===== src/rtl/truth_table_capture.sv =====
// Walks a DUT input vector through every combination, lets it settle, samples z_in and
// assembles the truth table. Optional comparison against an expected table: TT_COMPARE_EN.
module truth_table_capture #(
    parameter int N_IN          = 2,
    parameter int SETTLE_CYCLES = 2
) (
    input  logic                 clk,
    input  logic                 rst_n,
    input  logic                 start,
    input  logic                 z_in,
`ifdef TT_COMPARE_EN
    input  logic [2**N_IN-1:0]   expected,
    output logic                 mismatch,
`endif
    output logic [N_IN-1:0]      stim,
    output logic [2**N_IN-1:0]   table_out,
    output logic                 busy,
    output logic                 done,
    output logic                 valid
);

    localparam int TW = 2**N_IN;
    localparam int IW = N_IN + 1;
    localparam logic [IW-1:0] LAST_IDX = IW'(TW - 1);
    localparam logic [7:0]    SETTLE   = 8'(SETTLE_CYCLES);

    localparam logic [1:0] ST_IDLE   = 2'd0;
    localparam logic [1:0] ST_APPLY  = 2'd1;
    localparam logic [1:0] ST_SAMPLE = 2'd2;
    localparam logic [1:0] ST_DONE   = 2'd3;

    logic [1:0]      state_q, state_d;
    logic [IW-1:0]   idx_q, idx_d;
    logic [7:0]      cnt_q, cnt_d;
    logic [N_IN-1:0] stim_q, stim_d;
    logic [TW-1:0]   table_q, table_d;
    logic            busy_q, busy_d;
    logic            done_q, done_d;
    logic            valid_q, valid_d;
    logic            mismatch_q, mismatch_d;

    // Next-state and next-output logic for the capture sequencer.
    always_comb begin
        state_d    = state_q;
        idx_d      = idx_q;
        cnt_d      = cnt_q;
        stim_d     = stim_q;
        table_d    = table_q;
        busy_d     = busy_q;
        done_d     = 1'b0;
        valid_d    = valid_q;
        mismatch_d = mismatch_q;
        case (state_q)
            ST_IDLE: begin
                if (start) begin
                    state_d    = ST_APPLY;
                    idx_d      = {IW{1'b0}};
                    cnt_d      = 8'd0;
                    stim_d     = {N_IN{1'b0}};
                    table_d    = {TW{1'b0}};
                    busy_d     = 1'b1;
                    valid_d    = 1'b0;
                    mismatch_d = 1'b0;
                end else begin
                    state_d = ST_IDLE;
                end
            end
            ST_APPLY: begin
                cnt_d = cnt_q + 8'd1;
                if ((cnt_q + 8'd1) == SETTLE) begin
                    state_d = ST_SAMPLE;
                end else begin
                    state_d = ST_APPLY;
                end
            end
            ST_SAMPLE: begin
                // z_in is only ever looked at here, so settle-time glitches never reach the table.
                table_d[idx_q[N_IN-1:0]] = z_in;
                if (idx_q == LAST_IDX) begin
                    state_d = ST_DONE;
                end else begin
                    state_d = ST_APPLY;
                    idx_d   = idx_q + IW'(1);
                    stim_d  = idx_q[N_IN-1:0] + N_IN'(1);
                    cnt_d   = 8'd0;
                end
            end
            ST_DONE: begin
                state_d = ST_IDLE;
                done_d  = 1'b1;
                valid_d = 1'b1;
                busy_d  = 1'b0;
                stim_d  = {N_IN{1'b0}};
`ifdef TT_COMPARE_EN
                mismatch_d = (table_q != expected);
`else
                mismatch_d = 1'b0;
`endif
            end
            default: begin
                state_d = ST_IDLE;
                busy_d  = 1'b0;
                stim_d  = {N_IN{1'b0}};
            end
        endcase
    end

    // State and output registers; reset drops any partial table immediately.
    always_ff @(posedge clk or negedge rst_n) begin
        if (!rst_n) begin
            state_q    <= ST_IDLE;
            idx_q      <= {IW{1'b0}};
            cnt_q      <= 8'd0;
            stim_q     <= {N_IN{1'b0}};
            table_q    <= {TW{1'b0}};
            busy_q     <= 1'b0;
            done_q     <= 1'b0;
            valid_q    <= 1'b0;
            mismatch_q <= 1'b0;
        end else begin
            state_q    <= state_d;
            idx_q      <= idx_d;
            cnt_q      <= cnt_d;
            stim_q     <= stim_d;
            table_q    <= table_d;
            busy_q     <= busy_d;
            done_q     <= done_d;
            valid_q    <= valid_d;
            mismatch_q <= mismatch_d;
        end
    end

    assign stim      = stim_q;
    assign table_out = table_q;
    assign busy      = busy_q;
    assign done      = done_q;
    assign valid     = valid_q;
`ifdef TT_COMPARE_EN
    assign mismatch  = mismatch_q;
`else
    logic unused_mismatch_s;
    assign unused_mismatch_s = mismatch_q;
`endif

endmodule


===== config.mk =====
export PLATFORM = sky130hd
export DESIGN_NAME = truth_table_capture
export DESIGN_NICKNAME = d
export VERILOG_FILES = /design/src/rtl/truth_table_capture.sv
export SDC_FILE = /design/constraint.sdc
export NUM_CORES = 1
export LEC_CHECK = 0
export ABC_AREA = 1
export CORE_ASPECT_RATIO = 1.1
export CORE_MARGIN = 4
export CORE_UTILIZATION = 35
export DETAILED_ROUTE_END_ITERATION = 16
export MAX_ROUTING_LAYER = met4
export PLACE_DENSITY = 0.55
export SLEW_MARGIN = 5
export SYNTH_ARGS = -nofsm -noshare
export SYNTH_HDL_FRONTEND = slang
export SYNTH_SLANG_ARGS = --single-unit

===== constraint.sdc =====
create_clock -name clk -period 1.87 [get_ports clk]
set_input_delay 0.187 -clock clk [delete_from_list [all_inputs] [get_ports clk]]
set_output_delay 0.187 -clock clk [all_outputs]
set_load 0.01 [all_outputs]

==> qor.yml <==
outcome:
  outcome: "finished, final reports clean"
clocking:
  htreeDepth: 1
  cts.clk_slew.worst_paths_ns: 0.12
  clock_path_buffers: 2
  cts_resized: 0
  clock_latency_ns: 0.30
  cts.hold.buffers_added: 0
  cts_tree: "done"
  post_cts.repair.setup_buffers: 0
  cts-root-buf: "clkbuf_4"
  cts.sinks: 22
  cts_inserted_buffers: 3
placed_design:
  port_buffers: 12
  hpwl_um: 1760
  gp_congestion: 0.760
  place_worst_setup_slack_ns: 0.407
  place_inst: 200
final_layout:
  final_common_cell: "nand2_1"
  antenna_cells: 0
  drive_above_1_share_pct: 19.9
  mostFrequentLayoutCells: "36 x nand2_1, 22 x dfrtp_1, 18 x inv_1, 12 x clkdlybuf4s50_1, 11 x o21ai_1"
  nNetsFinal: 168
  area_delta_synth_final_pct: 18.6
  finalNonFillerCells: 204
floorplan:
  die_y_um: 69.5
  initial_core_util_pct: 36.1
  rows: 22
  die_width_um: 63.9
  core_area_mm2: 0.00333
  die-area_mm2: 0.00444
  io_pins: 13
synth:
  synth.cell_area_mm2: 0.00120
  synth_top_area_share_pct: 45.8
  synthCells: 139
  yosysTopAreaCell: "dfrtp_1"
  avgSynthCellArea_um2: 8.65
  synth.net_count: 150
  yosysUniqueCellTypes: 19
  yosysSeqAreaShare_pct: 45.8
  synth.area.top_cells: "dfrtp_1 46%, nand2_1 11%, ha_1 7.3%"
  synth-seq-cells: 22
  yosysWarningCount: 0
pwr:
  p_per_area_mw_per_mm2: 1210
  power_w: 0.00173
  power.leakage_nw: 0.702
  worst_ir_drop_vdd_mv: 0.358
sta:
  rsz0062_at_grt: "no"
  timing.fmax_mhz: 677
  setup_viol: 0
  fin_crit_ns: 1.48
  tightest_slew_ns: 0.285
  tns_ns: 0
  clock-skew-final_ns: 0.00508
  finalMaxSlewViolations: 0
  hold_viol_final: 0
  setup_slack_ns: 0.393
  post-route-period-util_pct: 79.0
  slew_headroom_pct: 81.0
setup_path:
  max_stage_delay_ns: 0.48
  slowest_stage: "dfrtp_1"
  worst-setup-path-type: "register to register"
  worstSetupStartpointType: "register"
  r2r-start: "cnt_q[0]"
  crit_chain: "ha_1, nand3_1, o21bai_1, nand2_1, nor2_2, nand3_1, nand2_1, nand2_1"
  cp_common_cell: "nand2_1"
  worstPathRequired_ns: 2.08
  critPathBufInv: 0
  rr_worst_depth: 8
  crit_arrival_ns: 1.68
  r2r_setup_slack_ns: 0.39
  crit_family: "simple AND/OR/NAND/NOR gates"
  crit_fanout: 6
  reg2reg_to: "state_q[0]"
  cp-end-kind: "register"
detailed_routing:
  via_per_inst: 4.50
  wl_per_cell_um: 10.9
  wirelength_um: 2220
  firstDrtPassIters: 4
  vias: 917
  first_iter_violations: 35
  drc: 0
  ant_nets: 0
min_path:
  hold_path.class: "input port to asynchronous set/reset pin"
grt:
  grt_pass1_wl_um: 4230
  globalRouteOverflowTotal: 0
  grt_max_degree: 23
  antenna_found_initial: 0
  grt_pass1_vias: 964
  globalRouteTotalUtil_pct: 12.1
run:
  drv_cap: 0
power breakdown:
group	leakage, nW	switching [W]	internal (W)
Sequential	0.294	0.000126	0.000594
Combinational	0.387	0.000450	0.000305
Clock	0.0210	0.000139	0.000119
cells in the mapped netlist:
cell      instances
nor2_1            5
nor2_4            2
nor2_8            1
ha_1              7
inv_1            18
o21ai_1          11
o22ai_2           3
nand4_1           3
nand3_2           3
inv_4             1
o21ai_2           4
dfrtp_1          22
o22ai_1           2
nand2_1          36
o21bai_1          1
inv_2             7
nand3_1           8
nor2_2            2
nand2_2           3
worst register-to-register path: stages (launching register included):
cell and delay (ns):
dfrtp_1 0.48, ha_1 0.23, nand3_1 0.12, o21bai_1 0.15, nand2_1 0.10, nor2_2 0.13
nand3_1 0.08, nand2_1 0.06, nand2_1 0.05
sequential cells by signal, indices dropped and copies added (netlist names):
register and flops:
idx_q 3, stim 2, done 1, valid 1
table_out 4, busy 1, cnt_q 8, state_q 2
per-layer routing:
layer | routed length, µm | vias to the layer above | track usage [%]
met5 | 0 | - | -
met2 | 1130 | 3 | 20.4
met4 | 16 | 0 | 3.60
met3 | 31 | 2 | 1.94
met1 | 1040 | 430 | 14.6
li1 | - | 482 | -
layout make-up:
type | count | area, µm²
inverter | 26 | 100
fill | 340 | 1900
sequential | 22 | 551
timing repair buffer | 13 | 128
clock buffer | 4 | 36.3
tap | 48 | 60.1
multi-input combinational | 91 | 552
logic make-up after synthesis:
family                     after synthesis  share of synthesized area (%)
AOI/OAI and AO/OA                       21                           12.3
DFF                                     22                           45.8
buffers and inverters                   26                           8.32
adders and majority gates                7                           7.28
and+or+nand+nor                         63                           26.3
worst max-delay path by stage:
stage,startpoint,to,slack [ns],cells after the start
CTS,cnt_q[0],state_q[0],0.39,8
global placement,cnt_q[0],state_q[0],0.43,8
finish,cnt_q[0],state_q[0],0.39,8
detailed placement,cnt_q[0],state_q[0],0.41,8
global route,cnt_q[0],state_q[0],0.24,8
floorplan,idx_q[0],cnt_q[7],0.57,6
through the flow:
step | area, µm² | utilization (%) | hold slack [ns]
final | 1430 | 42.8 | 0.222
after CTS | 1430 | 42.8 | 0.218
after detailed placement | 1390 | 41.7 | 0.470
after global routing | 1430 | 42.8 | 0.220
after global placement | 1390 | 41.7 | 0.458
after floorplan | 1200 | - | -0.109
(Power assumes the default switching activity.)
